### config.mk
export PLATFORM = sky130hd
export DESIGN_NAME = chess_puzzle_sequencer
export DESIGN_NICKNAME = d
export VERILOG_FILES = /design/src/rtl/chess_puzzle_sequencer.sv
export SDC_FILE = /design/constraint.sdc
export NUM_CORES = 1
export LEC_CHECK = 0
export BUFFER_PORTS_ARGS = -buffer_cell sky130_fd_sc_hd__clkbuf_2
export CAP_MARGIN = 30
export CORE_UTILIZATION = 61
export DETAILED_ROUTE_END_ITERATION = 10
export PLACE_DENSITY = 0.81
export SYNTH_ARGS = -nofsm -noshare
export SYNTH_HDL_FRONTEND = slang
export SYNTH_SLANG_ARGS = --single-unit
### constraint.sdc
create_clock -name clk -period 3.1 [get_ports clk]
set_input_delay 0.465 -clock clk [delete_from_list [all_inputs] [get_ports clk]]
set_output_delay 0.465 -clock clk [all_outputs]
set_load 0.02 [all_outputs]
### src/rtl/chess_puzzle_sequencer.sv
// Session controller for the chess puzzle checker: debounced submit key,
// active-low verify strobes, per-puzzle seconds countdown and scoring.
module chess_puzzle_sequencer #(
  parameter int DEBOUNCE_CYCLES = 500000,
  parameter int PULSE_CYCLES    = 4,
  parameter int FEEDBACK_CYCLES = 100000000,
  parameter int TICK_CYCLES     = 50000000,
  parameter int TIME_LIMIT_S    = 60,
  parameter int NUM_PUZZLES     = 6
) (
  input  logic       clk,
  input  logic       rst,
  input  logic       key_n,
  input  logic       start,
  input  logic       correct,
  output logic       verify,
  output logic [2:0] puzzle_num,
  output logic [2:0] score,
  output logic [6:0] secs_left,
  output logic       last_ok,
  output logic       busy,
  output logic       game_over
);

  localparam int DW   = $clog2(DEBOUNCE_CYCLES + 1);
  localparam int PMAX = (FEEDBACK_CYCLES > PULSE_CYCLES) ? FEEDBACK_CYCLES : PULSE_CYCLES;
  localparam int PW   = $clog2(PMAX + 2);
  localparam int TW   = $clog2(TICK_CYCLES + 1);

  typedef enum logic [2:0] {
    IDLE, ANSWER, SUBMIT, SAMPLE, FEEDBACK, ADVANCE, DONE
  } state_t;

  state_t          state, state_n;
  logic            key_s1, key_s2, key_lvl, press;
  logic [DW-1:0]   db_cnt;
  logic [PW-1:0]   phase_cnt;
  logic [TW-1:0]   tick_cnt;
  logic            timed_out;
  logic            sample_ok;
  logic            start_ok;

  // Debouncer: the accepted level only moves after DEBOUNCE_CYCLES
  // consecutive synchronised samples disagree with it.
  always_ff @(posedge clk) begin
    if (rst) begin
      key_s1  <= 1'b1;
      key_s2  <= 1'b1;
      key_lvl <= 1'b1;
      db_cnt  <= '0;
      press   <= 1'b0;
    end else begin
      key_s1 <= key_n;
      key_s2 <= key_s1;
      press  <= 1'b0;
      if (key_s2 == key_lvl) begin
        db_cnt <= '0;
      end else if (db_cnt == DW'(DEBOUNCE_CYCLES - 1)) begin
        key_lvl <= key_s2;
        db_cnt  <= '0;
        press   <= ~key_s2;
      end else begin
        db_cnt <= db_cnt + 1'b1;
      end
    end
  end

  always_ff @(posedge clk) begin
    if (rst) state <= IDLE;
    else     state <= state_n;
  end

  always_comb begin
    state_n   = state;
    start_ok  = 1'b0;
    sample_ok = correct & ~timed_out;
    case (state)
      IDLE, DONE: begin
        start_ok = start;
        if (start) state_n = ANSWER;
      end
      ANSWER:   if (press || secs_left == 7'd0)              state_n = SUBMIT;
      SUBMIT:   if (phase_cnt == PW'(PULSE_CYCLES - 1))     state_n = SAMPLE;
      SAMPLE:   if (phase_cnt == PW'(1))                    state_n = FEEDBACK;
      FEEDBACK: if (phase_cnt == PW'(FEEDBACK_CYCLES - 1))  state_n = ADVANCE;
      ADVANCE:  if (phase_cnt == PW'(PULSE_CYCLES - 1))
                  state_n = (puzzle_num == 3'(NUM_PUZZLES - 1)) ? DONE : ANSWER;
      default:  state_n = IDLE;
    endcase
  end

  always_ff @(posedge clk) begin
    if (rst) begin
      verify     <= 1'b1;
      phase_cnt  <= '0;
      tick_cnt   <= '0;
      secs_left  <= 7'(TIME_LIMIT_S);
      puzzle_num <= '0;
      score      <= '0;
      last_ok    <= 1'b0;
      timed_out  <= 1'b0;
    end else begin
      // verify is registered from the next state so the checker sees a clean strobe
      verify <= !(state_n == SUBMIT || state_n == ADVANCE);

      if (state_n != state || state == IDLE || state == ANSWER || state == DONE)
        phase_cnt <= '0;
      else
        phase_cnt <= phase_cnt + 1'b1;

      if (start_ok) begin
        score      <= '0;
        puzzle_num <= '0;
        secs_left  <= 7'(TIME_LIMIT_S);
      end

      if (state != ANSWER && state_n == ANSWER) begin
        tick_cnt <= '0;
      end else if (state == ANSWER) begin
        if (tick_cnt == TW'(TICK_CYCLES - 1)) begin
          tick_cnt <= '0;
          if (secs_left != 7'd0) secs_left <= secs_left - 7'd1;
        end else begin
          tick_cnt <= tick_cnt + 1'b1;
        end
        if (state_n == SUBMIT) timed_out <= ~press;
      end

      if (state == SAMPLE && state_n == FEEDBACK) begin
        last_ok <= sample_ok;
        score   <= score + 3'(sample_ok);
      end

      if (state == ADVANCE && state_n != ADVANCE) begin
        puzzle_num <= puzzle_num + 3'd1;
        if (state_n == ANSWER) secs_left <= 7'(TIME_LIMIT_S);
      end
    end
  end

  assign busy      = (state != IDLE) && (state != DONE);
  assign game_over = (state == DONE);

endmodule
==> impl_metrics.json, run 1 <==
{
  "ios": 22,
  "cp-startpoint": "state[1]$_SDFF_PP0_",
  "arrival_ns": 3.14,
  "grt_pass1_vias": 3735,
  "rsz0062_at_grt": "false",
  "wl_per_cell_um": 14.86,
  "hold_path.class": "input pin to flip-flop",
  "ys_seq_area_share_pct": 40.18,
  "slew_violations": 0,
  "route.vias.total": 3934,
  "cts-htree-levels": 3,
  "r2r_start": "state[1]$_SDFF_PP0_",
  "cts-root-buf": "clkbuf_8",
  "synth_top_area_share_pct": 40.18,
  "slew-limit-headroom_pct": 49.62,
  "initial_core_util_pct": 64.23,
  "gp_congestion": 0.8415,
  "antennaDiodeCount": 0,
  "synth-async-reset-ratio_pct": 0,
  "io_buffers": 21,
  "critical_path_class": "flip-flop to flip-flop",
  "fin_skew_ns": 0.01092,
  "switching_share_pct": 23.15,
  "grt_max_degree": 28,
  "numCtsBuffers": 9,
  "fin_nets": 577,
  "drive_above_1_share_pct": 11.84,
  "seqPwrFrac_pct": 55.5,
  "grt.total_usage_pct": 25.49,
  "remaining_drc_errors": 0,
  "fin_crit_ns": 2.901,
  "leakagePower_nw": 1.659,
  "drv_cap": 0,
  "worst_pin_slew_ns": 0.7499,
  "power.total_mw": 2.218,
  "final.period_utilization_pct": 93.59,
  "min_from": "key_n",
  "finalHoldViolCount": 0,
  "timing.final.setup_violations": 0,
  "p_comb_share_pct": 4.0,
  "dr.pass1.iters": 4,
  "startpoint_type": "flip-flop",
  "syn-num-nets": 557,
  "core_sq_um": 7370,
  "cp_max_fo": 16,
  "switchingPower_mw": 0.5134,
  "fp.dieArea_sq_um": 8115,
  "synth_cells": 542,
  "cp.required_ns": 3.33,
  "fmax_mhz": 344.7,
  "yosys_warnings": 0,
  "synthFlopType": "dfxtp_1",
  "grt_pass1_wl_mm": 17.12,
  "synth-seq-cells": 95,
  "post-cts-setup-buffer-count": 0,
  "synth_cell_types": 55,
  "antenna_found_initial": 0,
  "p_clk_share_pct": 40.5,
  "drtAntennaViolNets": 0,
  "wl_mm": 9.882,
  "syn_area_per_cell_sq_um": 8.733,
  "clkLatencyLatePin_ns": 0.37,
  "drt_iter0_drc": 204,
  "end_kind": "flip-flop",
  "die_h_um": 90.09,
  "mostFrequentLayoutCells": "dfxtp_1 (95), nor2_1 (76), nand2_1 (49)",
  "synth_area_leaders": "dfxtp_1 (40%), xnor2_1 (6.7%), xor2_1 (6.3%), nor2_1 (6.0%), a211oi_1 (4.1%)",
  "syn_area_sq_um": 4733,
  "synth-edff-count": 0,
  "clk_pin_slew_ns": 0.09,
  "postCtsHoldBufs": 0,
  "finalSetupTns_ns": 0,
  "cts_resized": 0,
  "die_x_um": 90.09,
  "fp-row-count": 31,
  "final_common_cell": "dfxtp_1",
  "peakVddDrop_uv": 242.5,
  "clock_path_buffers": 2,
  "cts_tree": "built",
  "dp.final_hpwl_mm": 6.899,
  "area_delta_synth_final_pct": 8.327,
  "p_per_area_nw_per_um2": 432.5,
  "yosysTopAreaCell": "dfxtp_1",
  "internal_power_mw": 1.704,
  "clock-sinks": 95,
  "status": "completed",
  "viasPerCell": 5.916,
  "grt_overflow_total": 0
}
critical path, stage by stage (launching register included):
cell	delay, ns
dfxtp_1	0.61
and2b_1	0.29
or4b_1	0.67
o31a_1	0.18
o211ai_1	0.21
a311o_1	0.68
nor2_1	0.13
registers in the layout (all words and copies together) (netlist names), 3 cells and up:
register    count
tick_cnt       26
puzzle_num      3
db_cnt         19
secs_left       7
score           3
state           3
phase_cnt      27
worst paths after layout:
path         depth (start not counted)                         to  slack [ns]
max                                  6  tick_cnt[21]$_SDFFE_PP0P_        0.20
min                                  2          key_s1$_SDFF_PP1_        0.28
max reg2reg                          6  tick_cnt[21]$_SDFFE_PP0P_        0.20
min reg2reg                          1          key_s2$_SDFF_PP1_        0.43
synthesized netlist by cell type (all sizes together), types with 2 or more instances:
| library cell | count |
|---|---|
| a211oi | 29 |
| a21boi | 3 |
| a21oi | 14 |
| and2 | 4 |
| and2b | 3 |
| and3 | 11 |
| and4 | 5 |
| buf | 13 |
| clkbuf | 8 |
| dfxtp | 95 |
| ha | 10 |
| inv | 14 |
| nand2 | 49 |
| nand2b | 5 |
| nand3 | 31 |
| nand3b | 2 |
| nand4 | 16 |
| nor2 | 76 |
| nor2b | 2 |
| nor3 | 13 |
| nor4 | 15 |
| nor4b | 6 |
| o211ai | 2 |
| o21ai | 6 |
| o41ai | 2 |
| or2 | 7 |
| or3 | 6 |
| or3b | 2 |
| or4 | 5 |
| or4b | 2 |
| xnor2 | 36 |
| xor2 | 34 |
layer usage:
metal	vias up	global-route usage [%]	wire [um]
met3	14	4.992	446
met5	-	0	0
met4	0	9.677	149
met2	102	42.68	4769
met1	1871	32.38	4516
li1	1947	-	-
logic make-up (layout without fill, tap and decap cells):
| logic type | Yosys count | after routing | share of synthesized area [%] |
|---|---|---|---|
| compound gates | 66 | 66 | 10.20 |
| xor+xnor | 70 | 70 | 12.95 |
| fa+ha+maj | 10 | 10 | 2.643 |
| buf+inv | 35 | 59 | 3.780 |
| flops | 95 | 95 | 40.18 |
| mux | 2 | 2 | 0.4494 |
| simple gates | 264 | 264 | 29.79 |
stage by stage:
step / hold slack (ns) / utilization (%) / area, sq um / setup WS [ns] / cells
5_1_grt: 0.2709 / 69.58 / 5127 / 0.008638 / 665
3_3_place_gp: 0.3977 / 66.43 / 4896 / 0.3344 / 649
3_5_place_dp: 0.4192 / 66.64 / 4911 / 0.2294 / 650
4_1_cts: 0.2660 / 69.58 / 5127 / 0.2348 / 665
6_report: 0.2816 / 69.58 / 5127 / 0.1986 / 665
2_1_floorplan: 0.3895 / - / 4733 / 0.5665 / 542
cell type report:
cell class                 instances  area, sq um
inverter                          14        52.55
timing repair buffer              30        180.2
fill                             583         2242
clock buffer                       9        123.9
sequential                        95         1902
tap                               99        123.9
multi-input combinational        412         2653
clock inverter                     6        92.59
power by group through the flow:
| stage | logic (mW) | registers [mW] | clock network (mW) |
|---|---|---|---|
| after global placement | 0.0827 | 1.26 | 0 |
| after floorplan | 0.0788 | 1.26 | 0 |
| final | 0.0889 | 1.23 | 0.898 |
| after CTS | 0.0890 | 1.23 | 0.907 |
| after detailed placement | 0.0884 | 1.26 | 0 |
| after global routing | 0.0985 | 1.23 | 0.961 |
(Power assumes the default switching activity.)
==> inputs of run 2 (changes only) <==
--- a/config.mk
+++ b/config.mk
@@ -9,7 +9,8 @@
 export CAP_MARGIN = 30
 export CORE_UTILIZATION = 61
 export DETAILED_ROUTE_END_ITERATION = 10
-export PLACE_DENSITY = 0.81
+export PLACE_DENSITY = 0.76
+export SKIP_CTS_REPAIR_TIMING = 1
 export SYNTH_ARGS = -nofsm -noshare
 export SYNTH_HDL_FRONTEND = slang
 export SYNTH_SLANG_ARGS = --single-unit
==> run 2 against run 1 <==
  * First-iteration DRC count increased by 21%
  * Register-to-register slack improved by 0.11 ns
  * Hold slack improved by 0.0040 ns
  * Critical endpoint is now phase_cnt[6]$_SDFF_PP0_
==> impl_metrics.json, run 2 (synthesized netlist as in run 1, its figures left out) <==
{
  "largest_register_ff_count": 27,
  "cp_slowest_stage_delay_ns": 0.67,
  "initial_core_util_pct": 64.23,
  "fillers": 564,
  "fin_skew_ns": 0.007043,
  "core_sq_um": 7370,
  "fin_nets": 578,
  "seqPwrFrac_pct": 55.1,
  "p_comb_share_pct": 4.1,
  "slew-limit-headroom_pct": 52.37,
  "fp-row-count": 31,
  "drtAntennaViolNets": 0,
  "finalHoldViolCount": 0,
  "fmax_mhz": 357.7,
  "internal_power_mw": 1.731,
  "cp_num_buf_inv": 1,
  "cp.required_ns": 3.37,
  "crit_family": "simple AND/OR/NAND/NOR gates",
  "cts-htree-levels": 3,
  "p_per_area_nw_per_um2": 434.2,
  "grt_pass1_wl_mm": 16.99,
  "power.total_mw": 2.234,
  "status": "completed",
  "area_delta_synth_final_pct": 8.723,
  "critical_path_class": "flip-flop to flip-flop",
  "hold_path.class": "input pin to flip-flop",
  "crit_chain": "and2b_1 > or4b_1 > o31a_1 > o211ai_1 > o21ai_2 > buf_8 > a211oi_1",
  "wl_mm": 9.656,
  "fin_crit_ns": 2.796,
  "arrival_ns": 3.06,
  "antenna_found_initial": 0,
  "switchingPower_mw": 0.5033,
  "end_kind": "flip-flop",
  "remaining_drc_errors": 0,
  "dp.final_hpwl_mm": 6.758,
  "grt_max_degree": 28,
  "p_clk_share_pct": 40.8,
  "wl_per_cell_um": 14.48,
  "gp_congestion": 0.8649,
  "drv_cap": 0,
  "dr.pass1.iters": 5,
  "switching_share_pct": 22.52,
  "cp_max_fo": 16,
  "multi_input_area_sq_um": 2653,
  "regMostFlops": "phase_cnt",
  "clock-sinks": 95,
  "leakagePower_nw": 1.675,
  "viasPerCell": 5.810,
  "grt.total_usage_pct": 25.21,
  "cts-root-buf": "clkbuf_8",
  "clkLatencyLatePin_ns": 0.36,
  "startpoint_type": "flip-flop",
  "drt_iter0_drc": 246,
  "io_buffers": 21,
  "grt_overflow_total": 0,
  "timing.final.setup_violations": 0,
  "peakVddDrop_uv": 289.6,
  "register_area_sq_um": 1902,
  "ios": 22,
  "clock_path_buffers": 2,
  "worst_pin_slew_ns": 0.7090,
  "drive_above_1_share_pct": 12.15,
  "clk_pin_slew_ns": 0.09,
  "route.vias.total": 3875,
  "die_x_um": 90.09,
  "cts_tree": "built",
  "final.period_utilization_pct": 90.18,
  "final_common_cell": "dfxtp_1",
  "cpMaxStageDelayCell": "or4b_1",
  "numCtsBuffers": 9,
  "fp.dieArea_sq_um": 8115,
  "die_h_um": 90.09,
  "slew_violations": 0,
  "finalSetupTns_ns": 0,
  "antennaDiodeCount": 0,
  "grt_pass1_vias": 3757,
  "mostFrequentLayoutCells": "dfxtp_1 (95), nor2_1 (76), nand2_1 (49)",
  "rsz0062_at_grt": "false",
  "reg_top3": "phase_cnt (27), tick_cnt (26), db_cnt (19)"
}
run 2: cell types whose count changed in the layout (fill, tap and decap cells not counted):
cell / before / now
buf_4: 8 / 9
clkinv_2: 0 / 1
clkinvlp_4: 2 / 1
clkbuf_8: 9 / 10
run 2: layout make-up:
| class | count | area share, % |
|---|---|---|
| tap | 99 | 2.407 |
| sequential | 95 | 36.96 |
| timing repair buffer | 31 | 3.647 |
| clock buffer | 10 | 2.674 |
| clock inverter | 6 | 1.751 |
| inverter | 14 | 1.021 |
| multi-input combinational | 412 | 51.54 |
run 2: worst register-to-register path: cells and delay by family (launching register included):
| kind | cells | cell delay, ns |
|---|---|---|
| flip-flops | 1 | 0.58 |
| buffers and inverters | 1 | 0.24 |
| AO/OA/AOI/OAI | 4 | 0.93 |
| AND/OR/NAND/NOR | 2 | 0.97 |
run 2: final timing paths:
path | endpoint | depth (start not counted) | from | slack [ns]
max | phase_cnt[6]$_SDFF_PP0_ | 7 | state[1]$_SDFF_PP0_ | 0.30
min | key_s1$_SDFF_PP1_ | 2 | key_n | 0.29
max reg2reg | phase_cnt[6]$_SDFF_PP0_ | 7 | state[1]$_SDFF_PP0_ | 0.30
min reg2reg | key_s2$_SDFF_PP1_ | 1 | key_s1$_SDFF_PP1_ | 0.43
run 2: power groups by stage:
stage	Sequential, mW	Combinational (mW)	Clock, mW
after global placement	1.26	0.0862	0
after detailed placement	1.26	0.0910	0
after global routing	1.23	0.101	0.981
after CTS	1.23	0.0915	0.930
after floorplan	1.26	0.0788	0
final	1.23	0.0915	0.912
run 2: per-layer routing:
| layer | up-vias | GRT usage (%) | part of all wire, % |
|---|---|---|---|
| met5 | - | 0 | 0 |
| met4 | 0 | 8.065 | 1.8 |
| met3 | 19 | 5.838 | 3.7 |
| met2 | 83 | 42.18 | 47 |
| met1 | 1814 | 32.09 | 47 |
| li1 | 1959 | - | - |
run 2: metrics by stage:
stage / instances / util (%) / hold slack [ns] / worst slack, ns / cell area (sq um)
2_1_floorplan: 542 / - / 0.3895 / 0.5665 / 4733
3_3_place_gp: 650 / 66.54 / 0.4041 / 0.3398 / 4903
3_5_place_dp: 651 / 66.74 / 0.4039 / 0.3510 / 4918
4_1_cts: 667 / 69.83 / 0.2777 / 0.3212 / 5146
5_1_grt: 667 / 69.83 / 0.2671 / 0.08876 / 5146
6_report: 667 / 69.83 / 0.2856 / 0.3045 / 5146
==> inputs of run 3 (changes only) <==
--- a/config.mk
+++ b/config.mk
@@ -10,6 +10,7 @@
 export CORE_UTILIZATION = 61
 export DETAILED_ROUTE_END_ITERATION = 10
 export PLACE_DENSITY = 0.76
+export RECOVER_POWER = 50
 export SKIP_CTS_REPAIR_TIMING = 1
 export SYNTH_ARGS = -nofsm -noshare
 export SYNTH_HDL_FRONTEND = slang
==> run 3 against run 2 <==
  * Clock skew increased by 0.00077 ns
  * Critical path type unchanged
  * Clock power about the same
  * Maximum frequency down 1.4%
  * Routed wire length shrank 0.33%
  * Via count up 0.10%
==> impl_metrics.json, run 3 (synthesized netlist as in run 1, its figures left out) <==
{
  "status": "completed",
  "grtUsageMet3_pct": 5.838,
  "slew_violations": 0,
  "hold_path.class": "input pin to flip-flop",
  "startpoint_type": "flip-flop",
  "slew-limit-headroom_pct": 48.65,
  "wl_mm": 9.624,
  "drv_cap": 0,
  "internal_power_mw": 1.730,
  "clock_path_buffers": 2,
  "drive_above_1_share_pct": 7.746,
  "worst_pin_slew_ns": 0.7702,
  "core_sq_um": 7370,
  "dp.final_hpwl_mm": 6.758,
  "die_h_um": 90.09,
  "remaining_drc_errors": 0,
  "ios": 22,
  "finalSetupTns_ns": 0,
  "cts-root-buf": "clkbuf_8",
  "clkLatencyLatePin_ns": 0.35,
  "fin_ws_ns": 0.2644,
  "peakVddDrop_uv": 289.6,
  "gp_congestion": 0.8649,
  "io_buffers": 21,
  "switching_share_pct": 22.48,
  "end_kind": "flip-flop",
  "place_ws_ns": 0.3510,
  "antennaDiodeCount": 0,
  "clock-sinks": 95,
  "rsz0062_at_grt": "false",
  "cp_max_fo": 15,
  "viasPerCell": 5.816,
  "grt.total_usage_pct": 25.21,
  "dr.pass1.iters": 5,
  "use_met1_pct": 32.09,
  "initial_core_util_pct": 64.23,
  "fin_skew_ns": 0.007814,
  "p_comb_share_pct": 4.0,
  "fin_crit_ns": 2.836,
  "mostFrequentLayoutCells": "dfxtp_1 (95), nor2_1 (76), nand2_1 (49)",
  "leakagePower_nw": 1.600,
  "finalHoldViolCount": 0,
  "route.vias.total": 3879,
  "critical_path_class": "flip-flop to flip-flop",
  "drt_iter0_drc": 215,
  "regMostFlops": "phase_cnt",
  "drtAntennaViolNets": 0,
  "cts_tree": "built",
  "antenna_found_initial": 0,
  "timing.final.setup_violations": 0,
  "cp.required_ns": 3.35,
  "fp-row-count": 31,
  "numCtsBuffers": 9,
  "fmax_mhz": 352.7,
  "p_clk_share_pct": 40.8,
  "grt_pass1_vias": 3757,
  "final.period_utilization_pct": 91.47,
  "clk_pin_slew_ns": 0.09,
  "grt_pass1_wl_mm": 16.99,
  "area_delta_synth_final_pct": 7.481,
  "grt_overflow_total": 0,
  "seqPwrFrac_pct": 55.1,
  "largest_register_ff_count": 27,
  "gr-usage-met2_pct": 42.18,
  "cts-htree-levels": 3,
  "switchingPower_mw": 0.5015,
  "p_per_area_nw_per_um2": 438.5,
  "die_x_um": 90.09,
  "grt_max_degree": 28,
  "top_usage_layer": "met2",
  "final_common_cell": "dfxtp_1",
  "wl_per_cell_um": 14.43,
  "reg_top3": "phase_cnt (27), tick_cnt (26), db_cnt (19)",
  "arrival_ns": 3.09,
  "fp.dieArea_sq_um": 8115,
  "fin_nets": 578
}
[run 3: per-stage QoR]
stage	instances	hold WS, ns	power, mW	util [%]	area [sq um]
2_1_floorplan	542	0.3895	1.334	-	4733
3_3_place_gp	650	0.4041	1.345	66.54	4903
3_5_place_dp	651	0.4039	1.350	66.74	4918
4_1_cts	667	0.2777	2.252	69.83	5146
5_1_grt	667	0.2671	2.313	69.03	5087
6_report	667	0.2872	2.231	69.03	5087
[run 3: worst paths after layout]
check / slack [ns] / endpoint / from / cells after the start
hold / removal: 0.29 / key_s1$_SDFF_PP1_ / key_n / 2
hold reg to reg: 0.44 / key_s2$_SDFF_PP1_ / key_s1$_SDFF_PP1_ / 1
setup reg to reg: 0.26 / secs_left[5]$_SDFF_PP1_ / state[0]$_SDFF_PP0_ / 7
setup / recovery: 0.26 / secs_left[5]$_SDFF_PP1_ / state[0]$_SDFF_PP0_ / 7
[run 3: power groups by stage]
stage	clock [mW]	combinational (mW)	sequential (mW)
after floorplan	0	0.0788	1.26
after global placement	0	0.0862	1.26
after detailed placement	0	0.0910	1.26
after CTS	0.930	0.0915	1.23
after global routing	0.981	0.0998	1.23
final	0.911	0.0897	1.23
[run 3: critical path, stage by stage (launching register included)]
cell and delay [ns]:
dfxtp_1 0.59, clkbuf_1 0.34, and2b_1 0.18, nand4_1 0.14, or4_1 0.59, o211a_1 0.20
a31o_1 0.40, a211o_1 0.29
[run 3: area by class of cell]
cell class	count	area, sq um
Inverter	14	52.55
Clock buffer	10	137.6
Clock inverter	6	90.09
Fill cell	580	2282
Sequential cell	95	1902
Timing Repair Buffer	31	153.9
Tap cell	99	123.9
Multi-Input combinational cell	412	2628
[run 3: routing by layer]
metal / vias up / part of all wire, % / routed length (um)
li1: 1960 / - / -
met1: 1813 / 47 / 4515
met2: 87 / 47 / 4548
met3: 19 / 4.0 / 388
met4: 0 / 1.8 / 172
met5: - / 0 / 0
